`src/rtl/seg_regs_pkg.sv`:
```
// Shared register map, response codes and address decode helper for the
// 7-segment AXI4-Lite register block.
package seg_regs_pkg;

  localparam logic [3:0] OFFS_DATA    = 4'h0;
  localparam logic [3:0] OFFS_WCOUNT  = 4'h4;
  localparam logic [3:0] OFFS_SCRATCH = 4'h8;
  localparam logic [3:0] OFFS_ID      = 4'hC;

  localparam logic [31:0] ID_VALUE = 32'h5345_4731;

  localparam logic [1:0] RESP_OKAY   = 2'b00;
  localparam logic [1:0] RESP_SLVERR = 2'b10;

  typedef enum logic [1:0] {
    REG_DATA    = OFFS_DATA[3:2],
    REG_WCOUNT  = OFFS_WCOUNT[3:2],
    REG_SCRATCH = OFFS_SCRATCH[3:2],
    REG_ID      = OFFS_ID[3:2]
  } reg_sel_e;

  // Word select only; the byte lane bits [1:0] never affect the register hit.
  function automatic reg_sel_e decode_sel(input logic [3:0] addr_lo);
    logic [1:0] lane;
    lane = addr_lo[1:0];
    decode_sel = reg_sel_e'(addr_lo[3:2] | (lane & 2'b00));
  endfunction

endpackage

```
`src/rtl/axi_lite_skid.sv`:
```
// One-deep holding register for an AXI4-Lite request channel; accepts a beat
// when empty and enabled, and releases it when the consumer pops.
module axi_lite_skid #(
  parameter int WIDTH = 8
) (
  input  logic             clk,
  input  logic             reset,
  input  logic             push_valid,
  output logic             push_ready,
  input  logic [WIDTH-1:0] push_data,
  input  logic             enable,
  input  logic             pop,
  output logic             held,
  output logic [WIDTH-1:0] data
);

  logic             held_reg;
  logic [WIDTH-1:0] data_reg;

  assign push_ready = enable && !held_reg;
  assign held       = held_reg;
  assign data       = data_reg;

  always_ff @(posedge clk) begin
    if (reset) begin
      held_reg <= 1'b0;
      data_reg <= '0;
    end else if (pop) begin
      held_reg <= 1'b0;
    end else if (push_valid && push_ready) begin
      held_reg <= 1'b1;
      data_reg <= push_data;
    end
  end

endmodule

```
`src/rtl/axi_lite_seg_regs.sv`:
```
// AXI4-Lite slave holding the 16-bit 7-segment display word, a write counter,
// a scratch register and a fixed ID.
module axi_lite_seg_regs
  import seg_regs_pkg::*;
#(
  parameter int          ADDR_WIDTH = 4,
  parameter logic [15:0] DATA_RESET = 16'h0000
) (
  input  logic                  clk,
  input  logic                  reset,
  input  logic [ADDR_WIDTH-1:0] s_axi_awaddr,
  input  logic                  s_axi_awvalid,
  output logic                  s_axi_awready,
  input  logic [31:0]           s_axi_wdata,
  input  logic [3:0]            s_axi_wstrb,
  input  logic                  s_axi_wvalid,
  output logic                  s_axi_wready,
  output logic [1:0]            s_axi_bresp,
  output logic                  s_axi_bvalid,
  input  logic                  s_axi_bready,
  input  logic [ADDR_WIDTH-1:0] s_axi_araddr,
  input  logic                  s_axi_arvalid,
  output logic                  s_axi_arready,
  output logic [31:0]           s_axi_rdata,
  output logic [1:0]            s_axi_rresp,
  output logic                  s_axi_rvalid,
  input  logic                  s_axi_rready,
  output logic [15:0]           seg_data
);

  logic                  accept_enable;
  logic                  aw_held;
  logic                  w_held;
  logic                  commit;
  logic [ADDR_WIDTH-1:0] aw_addr;
  logic [35:0]           w_payload;
  logic [31:0]           wdata;
  logic [3:0]            wstrb;
  logic [31:0]           wmask;
  logic                  aw_unmapped;
  logic                  ar_unmapped;
  reg_sel_e              aw_sel;
  reg_sel_e              ar_sel;

  logic [15:0] data_reg, data_next;
  logic [15:0] wcount_reg, wcount_next;
  logic [31:0] scratch_reg, scratch_next;
  logic        bvalid_reg;
  logic [1:0]  bresp_reg, bresp_next;
  logic        rvalid_reg;
  logic [31:0] rdata_reg, rdata_next;
  logic [1:0]  rresp_reg, rresp_next;

  // A pending response blocks both request channels: one write in flight.
  assign accept_enable = !reset && !bvalid_reg;
  assign commit        = aw_held && w_held && !bvalid_reg;

  axi_lite_skid #(.WIDTH(ADDR_WIDTH)) u_aw_skid (
    .clk        (clk),
    .reset      (reset),
    .push_valid (s_axi_awvalid),
    .push_ready (s_axi_awready),
    .push_data  (s_axi_awaddr),
    .enable     (accept_enable),
    .pop        (commit),
    .held       (aw_held),
    .data       (aw_addr)
  );

  axi_lite_skid #(.WIDTH(36)) u_w_skid (
    .clk        (clk),
    .reset      (reset),
    .push_valid (s_axi_wvalid),
    .push_ready (s_axi_wready),
    .push_data  ({s_axi_wstrb, s_axi_wdata}),
    .enable     (accept_enable),
    .pop        (commit),
    .held       (w_held),
    .data       (w_payload)
  );

  assign wstrb  = w_payload[35:32];
  assign wdata  = w_payload[31:0];
  assign aw_sel = decode_sel(aw_addr[3:0]);
  assign ar_sel = decode_sel(s_axi_araddr[3:0]);

  generate
    if (ADDR_WIDTH > 4) begin : g_wide_addr
      assign aw_unmapped = |aw_addr[ADDR_WIDTH-1:4];
      assign ar_unmapped = |s_axi_araddr[ADDR_WIDTH-1:4];
    end else begin : g_narrow_addr
      assign aw_unmapped = 1'b0;
      assign ar_unmapped = 1'b0;
    end
  endgenerate

  genvar gi;
  generate
    for (gi = 0; gi < 4; gi++) begin : g_wmask
      assign wmask[8*gi +: 8] = {8{wstrb[gi]}};
    end
  endgenerate

  // An all-zero strobe is a no-op with OKAY, even on an unmapped address.
  always_comb begin
    data_next    = data_reg;
    wcount_next  = wcount_reg;
    scratch_next = scratch_reg;
    bresp_next   = RESP_OKAY;
    if (wstrb != 4'h0) begin
      if (aw_unmapped) begin
        bresp_next = RESP_SLVERR;
      end else begin
        case (aw_sel)
          REG_DATA: begin
            if (|wstrb[1:0]) begin
              data_next   = (data_reg & ~wmask[15:0]) | (wdata[15:0] & wmask[15:0]);
              wcount_next = wcount_reg + 16'd1;
            end
          end
          REG_SCRATCH: scratch_next = (scratch_reg & ~wmask) | (wdata & wmask);
          default: ;
        endcase
      end
    end
  end

  always_comb begin
    rdata_next = 32'h0;
    rresp_next = RESP_OKAY;
    if (ar_unmapped) begin
      rresp_next = RESP_SLVERR;
    end else begin
      case (ar_sel)
        REG_DATA:    rdata_next = {16'h0, data_reg};
        REG_WCOUNT:  rdata_next = {16'h0, wcount_reg};
        REG_SCRATCH: rdata_next = scratch_reg;
        default:     rdata_next = ID_VALUE;
      endcase
    end
  end

  always_ff @(posedge clk) begin
    if (reset) begin
      data_reg    <= DATA_RESET;
      wcount_reg  <= 16'h0;
      scratch_reg <= 32'h0;
      bvalid_reg  <= 1'b0;
      bresp_reg   <= RESP_OKAY;
    end else if (commit) begin
      data_reg    <= data_next;
      wcount_reg  <= wcount_next;
      scratch_reg <= scratch_next;
      bvalid_reg  <= 1'b1;
      bresp_reg   <= bresp_next;
    end else if (bvalid_reg && s_axi_bready) begin
      bvalid_reg <= 1'b0;
    end
  end

  // Read data samples the registers before any same-edge write commit lands.
  always_ff @(posedge clk) begin
    if (reset) begin
      rvalid_reg <= 1'b0;
      rdata_reg  <= 32'h0;
      rresp_reg  <= RESP_OKAY;
    end else if (s_axi_arvalid && s_axi_arready) begin
      rvalid_reg <= 1'b1;
      rdata_reg  <= rdata_next;
      rresp_reg  <= rresp_next;
    end else if (rvalid_reg && s_axi_rready) begin
      rvalid_reg <= 1'b0;
    end
  end

  assign s_axi_bvalid  = bvalid_reg;
  assign s_axi_bresp   = bresp_reg;
  assign s_axi_arready = !reset && !rvalid_reg;
  assign s_axi_rvalid  = rvalid_reg;
  assign s_axi_rdata   = rdata_reg;
  assign s_axi_rresp   = rresp_reg;
  assign seg_data      = data_reg;

endmodule

```
`config.mk`:
```
export PLATFORM = sky130hd
export DESIGN_NAME = axi_lite_seg_regs
export DESIGN_NICKNAME = d
export VERILOG_FILES = /design/src/rtl/seg_regs_pkg.sv /design/src/rtl/axi_lite_skid.sv /design/src/rtl/axi_lite_seg_regs.sv
export SDC_FILE = /design/constraint.sdc
export NUM_CORES = 1
export LEC_CHECK = 0
export ABC_AREA = 0
export ABC_CLOCK_PERIOD_IN_PS = 2200
export CORE_UTILIZATION = 51
export CTS_CLUSTER_SIZE = 10
export DETAILED_ROUTE_END_ITERATION = 8
export PLACE_DENSITY = 0.79
export SLEW_MARGIN = 5
export SYNTH_ARGS = -nofsm -noshare
export SYNTH_HDL_FRONTEND = slang
export SYNTH_SLANG_ARGS = --single-unit
export TNS_END_PERCENT = 100
```
`constraint.sdc`:
```
create_clock -name clk -period 2.2 [get_ports clk]
set_input_delay 0.44 -clock clk [delete_from_list [all_inputs] [get_ports clk]]
set_output_delay 0.44 -clock clk [all_outputs]
set_load 0.01 [all_outputs]
```
==> After elaboration in Yosys (flattened, before gate mapping) <==
Cells that the tools add are included.
{ "word_totals": {"register_bits": 140, "elab_cells": 55} }
{ "classes": {"addsub": 1, "eq_ne": 3, "muxes": 5, "n_bitwise": 9, "n_reduce_logical": 27} }
{ "op_table": {"columns": ["operator", "count"], "rows": [
  ["one-hot mux 32 bit (3 select lines)", 1],
  ["bitwise AND 32 bit", 2],
  ["bitwise AND 16 bit", 2],
  ["inverter 32 bit", 1],
  ["OR 32 bit", 1],
  ["adder 16 x 1 -> 16 bit, second input constant", 1],
  ["inverter 16 bit", 1],
  ["OR 16 bit", 1],
  ["logical AND 1 bit", 11],
  ["logical NOT 1 bit", 5],
  ["equality test 2 bit, second input constant", 2],
  ["logical NOT 2 bit", 2],
  ["2-to-1 mux 1 bit", 4],
  ["AND reduction 2 bit", 2],
  ["AND reduction 4 bit", 1],
  ["nonzero test 2 bit", 2],
  ["nonzero test 4 bit", 1],
  ["OR reduction 2 bit", 2],
  ["AND reduction 3 bit", 1],
  ["equality test 2 x 1 -> 1 bit, second input constant", 1],
  ["inverter 1 bit", 1]
]} }

==> Depth between registers and ports, before layout <==
{ "logic_depth": {"word_depth": 5, "mapped_depth": 7, "mapped_depth_nobuf": 5} }

==> By module <==
Synthesis repeated with hierarchy kept, for this count alone.
{ "hier_totals": {"cells_unflattened": 622, "hier_area_um2": 6000.8} }
{ "by_module_without_submodules": {"columns": ["mod", "n_inst", "cells_each", "area_per_inst_um2", "seq_area_each_um2"], "rows": [
  ["axi_lite_seg_regs", 1, 439, 4076.4, 1961.9],
  ["axi_lite_skid (u_w_skid)", 1, 161, 1684.1, 740.7],
  ["axi_lite_skid (u_aw_skid)", 1, 22, 240.2, 100.1]
]} }

==> Least setup slack after synthesis <==
Ideal clock, no wire load.
{ "synth_path": {"path_kind": "reg2reg", "start": "reg bvalid_reg, in the netlist s_axi_bvalid", "end": "reg wcount_reg[9]", "setup_ns": 0.071, "arrival_ns": 1.642, "required_ns": 2.129, "setup_slack_ns": 0.487, "path_stages_with_launch": 5, "path_buffers": 0, "cell_sequence": "dfxtp_1 nand4bb_4 or4_4 or4_1 a21oi_1"} }
{ "synth_between": {"elab_chain_len": 3} }
{ "synth_rtl": {"columns": ["item", "line", "text"], "rows": [
  ["start, declared", "axi_lite_seg_regs.sv:48", "logic bvalid_reg;"],
  ["start signal, assigned", "axi_lite_seg_regs.sv:148", "bvalid_reg <= 1'b0;"],
  ["start signal, assigned", "axi_lite_seg_regs.sv:154", "bvalid_reg <= 1'b1;"],
  ["start signal, assigned", "axi_lite_seg_regs.sv:157", "bvalid_reg <= 1'b0;"],
  ["logical NOT 1 bit", "axi_lite_seg_regs.sv:56", "assign commit = aw_held && w_held && !bvalid_reg;"],
  ["logical AND 1 bit", "axi_lite_seg_regs.sv:56", null],
  ["AND reduction 4 bit (no source line)", null, null],
  ["end signal, assigned", "axi_lite_seg_regs.sv:152", "wcount_reg <= wcount_next;"],
  ["end, declared", "axi_lite_seg_regs.sv:46", "logic [15:0] wcount_reg, wcount_next;"]
]} }
Every way passes these cells.
A chain may end at the register's enable or synchronous reset.

==> Worst setup path after layout <==
{ "layout_path": {"start": "reg bvalid_reg, in the netlist s_axi_bvalid", "end": "out s_axi_bvalid"} }
{ "layout_rtl": {"columns": ["item", "line", "text"], "rows": [
  ["end, declared", "axi_lite_seg_regs.sv:19", "output logic s_axi_bvalid,"]
]} }
No word-level cell between the ends.

==> flow_metrics.py <==
metrics = {
    "status": {
        "status": "complete, no violations",
    },
    "grt": {
        "antenna_found_initial": 0,
        "grt_pass1_wl_um": 22110,
        "grtUsageTotal": 0.2554,
        "grt_max_degree": 77,
        "grt_pass1_vias": 4490,
        "gr-total-overflow": 0,
    },
    "clock_network": {
        "postCtsSetupBuffers": 0,
        "hold_buffers": 0,
        "clockBufferDepth": 2,
        "worst_skew_pair.late_latency_ns": 0.51,
        "root_buffer": "clkbuf_8",
        "cts_tree": "yes",
        "cts_htree_levels": 4,
        "clock_sinks": 138,
        "cts_inserted_buffers": 17,
        "clkTransAtPathRegs_ns": 0.06,
    },
    "place": {
        "port_buffers": 99,
        "dpl_worst_slack_ns": 0.1834,
        "finalWeightedCongestion": 0.8542,
        "place_hpwl_um": 9160,
    },
    "route": {
        "vias": 4766,
        "drcViolationCount": 0,
        "wl_per_cell_um": 15.84,
        "drt_first_pass_iters": 5,
        "post_drt_via_cell_ratio": 5.542,
        "wirelength_um": 13630,
        "ant_nets": 0,
        "drtIter0Drc": 421,
    },
    "floorplanning": {
        "io_pins": 108,
        "die_w_um": 105.1,
        "core_area_um2": 10320,
        "die-area_um2": 11040,
        "initial_core_util": 0.5247,
        "die_h_um": 105.1,
        "rows": 37,
    },
    "timing": {
        "final-max-slew-violation-count": 0,
        "finalCritPeriodShare": 0.9547,
        "relSlewSlack": 0.4819,
        "fin_skew_ns": 0.01054,
        "period_minus_slack_ns": 2.100,
        "fin_ws_ns": 0.09966,
        "final_hold_viol_count": 0,
        "tightest_slew_ns": 0.7771,
        "rsz0062_at_grt": "false",
        "tns_ns": 0,
        "clock.fmax_mhz": 476.1,
        "setup_viol_count_final": 0,
    },
    "pwr": {
        "powerDensity_nw_per_um2": 819.8,
        "vdd_drop_max_uv": 422.4,
        "power.leakage_nw": 2.893,
    },
    "critical_path": {
        "start_kind": "flip-flop",
        "cp_slowest_cell": "clkdlybuf4s50_1",
        "cp.arrival_ns": 1.66,
        "crit_required_ns": 1.76,
        "path_delay_family": "buffers and inverters",
        "path_cells": "clkdlybuf4s50_1",
        "path_max_fanout": 10,
        "timing.critical_path.buf_inv": 1,
        "end_kind": "output port",
        "cpPeakStageDelay_ns": 0.61,
        "path_class": "reg2out",
    },
    "layout": {
        "fillCellCount": 777,
        "ff_latch_area_um2": 2763,
        "nets": 763,
        "drive_above_1_share": 0.07873,
        "antenna_cells": 0,
        "fin_util": 0.6889,
        "multi_input_area_um2": 2462,
        "syn2layout_area_growth_pct": 31.30,
    },
    "logic_synthesis": {
        "yosys-top-cells-count": "dfxtp_1 (138), nand2_1 (91), nor2_1 (80)",
        "ys_ff_latch": 138,
        "synthFlopType": "dfxtp_1",
        "ys_warn_count": 0,
        "synth_top_area_share": 0.5100,
        "synth_area_leaders": "dfxtp_1 (51%), mux2i_1 (11%), nand2_1 (6.3%)",
        "synthCells": 621,
        "yosysMostFrequentCell": "dfxtp_1",
        "synthArstFlopShare": 0,
        "synth-edff-count": 0,
        "synth_seq_area_share": 0.5100,
        "synth_top_area_cell": "dfxtp_1",
        "synth_cell_types": 38,
        "syn-cell-area_um2": 5416,
        "synth_area_per_cell_um2": 8.722,
    },
    "hold_path": {
        "hold_path_class": "in2reg",
    },
    "run": {
        "cap_violations": 0,
    },
}
==> layout by cell type, fill, tap and decap left out, drive strengths merged, types with 5 or more instances in the layout <==
master	synthesis	routed
dfxtp	138	138
clkdlybuf4s50	0	96
nand2	91	91
nor2	80	80
a21oi	60	60
mux2i	58	58
nand3	33	33
o21ai	32	32
clkbuf	28	18
buf	17	15
nor3	12	12
inv	6	12
a211oi	10	10
or3	7	7
o22ai	7	7
xnor2	6	6
mux2	5	5
==> layer usage <==
metal	vias up	track usage	part of all wire
met5	-	0	0
met4	0	0.09859	0.013
met3	11	0.04117	0.065
met2	187	0.4215	0.48
met1	2263	0.3352	0.44
li1	2305	-	-
==> power breakdown <==
| part | internal (W) | total (W) | switching, W |
|---|---|---|---|
| Sequential | 0.00257 | 0.00262 | 0.0000587 |
| Clock | 0.00167 | 0.00278 | 0.00111 |
| Combinational | 0.000207 | 0.000426 | 0.000220 |
==> layout make-up <==
cell class	count	area share
Clock buffer	18	0.06017
Clock inverter	14	0.02234
Inverter	6	0.003167
Multi-Input combinational cell	435	0.3462
Sequential cell	138	0.3885
Tap cell	136	0.02393
Timing Repair Buffer	113	0.1557
==> worst paths after layout <==
kind | slack, ns | end | from | cells after the start
worst max-delay path | 0.1 | s_axi_bvalid | s_axi_bvalid | 1
worst min-delay path | 0.21 | u_aw_skid.held | reset | 2
worst max register to register | 0.27 | flip-flop | u_aw_skid.held | 4
worst min register to register | 0.45 | s_axi_rdata[21] | s_axi_rdata[21] | 2
==> through the flow <==
stage	area (µm²)	instances	hold slack, ns	power [W]
final	7112	860	0.2139	0.005830
after global routing	7112	860	0.2162	0.006017
after CTS	7109	860	0.1970	0.005851
after detailed placement	6507	828	0.4463	0.003099
after global placement	6507	828	0.4426	0.003088
after floorplan	5428	624	0.4357	0.002878
==> kinds of logic (layout without fill, tap and decap cells) <==
family / count (synthesis) / in the layout / synth area share
AO/OA/AOI/OAI: 112 / 112 / 0.1118
XOR/XNOR: 6 / 6 / 0.009702
adder cells (fa/ha/maj): 1 / 1 / 0.002310
buffers and inverters: 51 / 151 / 0.04043
flip-flops: 138 / 138 / 0.5100
multiplexers: 63 / 63 / 0.1176
other: 1 / 4 / 0.0006923
AND/OR/NAND/NOR: 249 / 249 / 0.2074
==> what timing repair did <==
item,4_1_cts,5_1_grt
pin swaps,2,1
endpoints found under the setup margin,2,1
resized for setup,4,1
(Power assumes the default switching activity.)
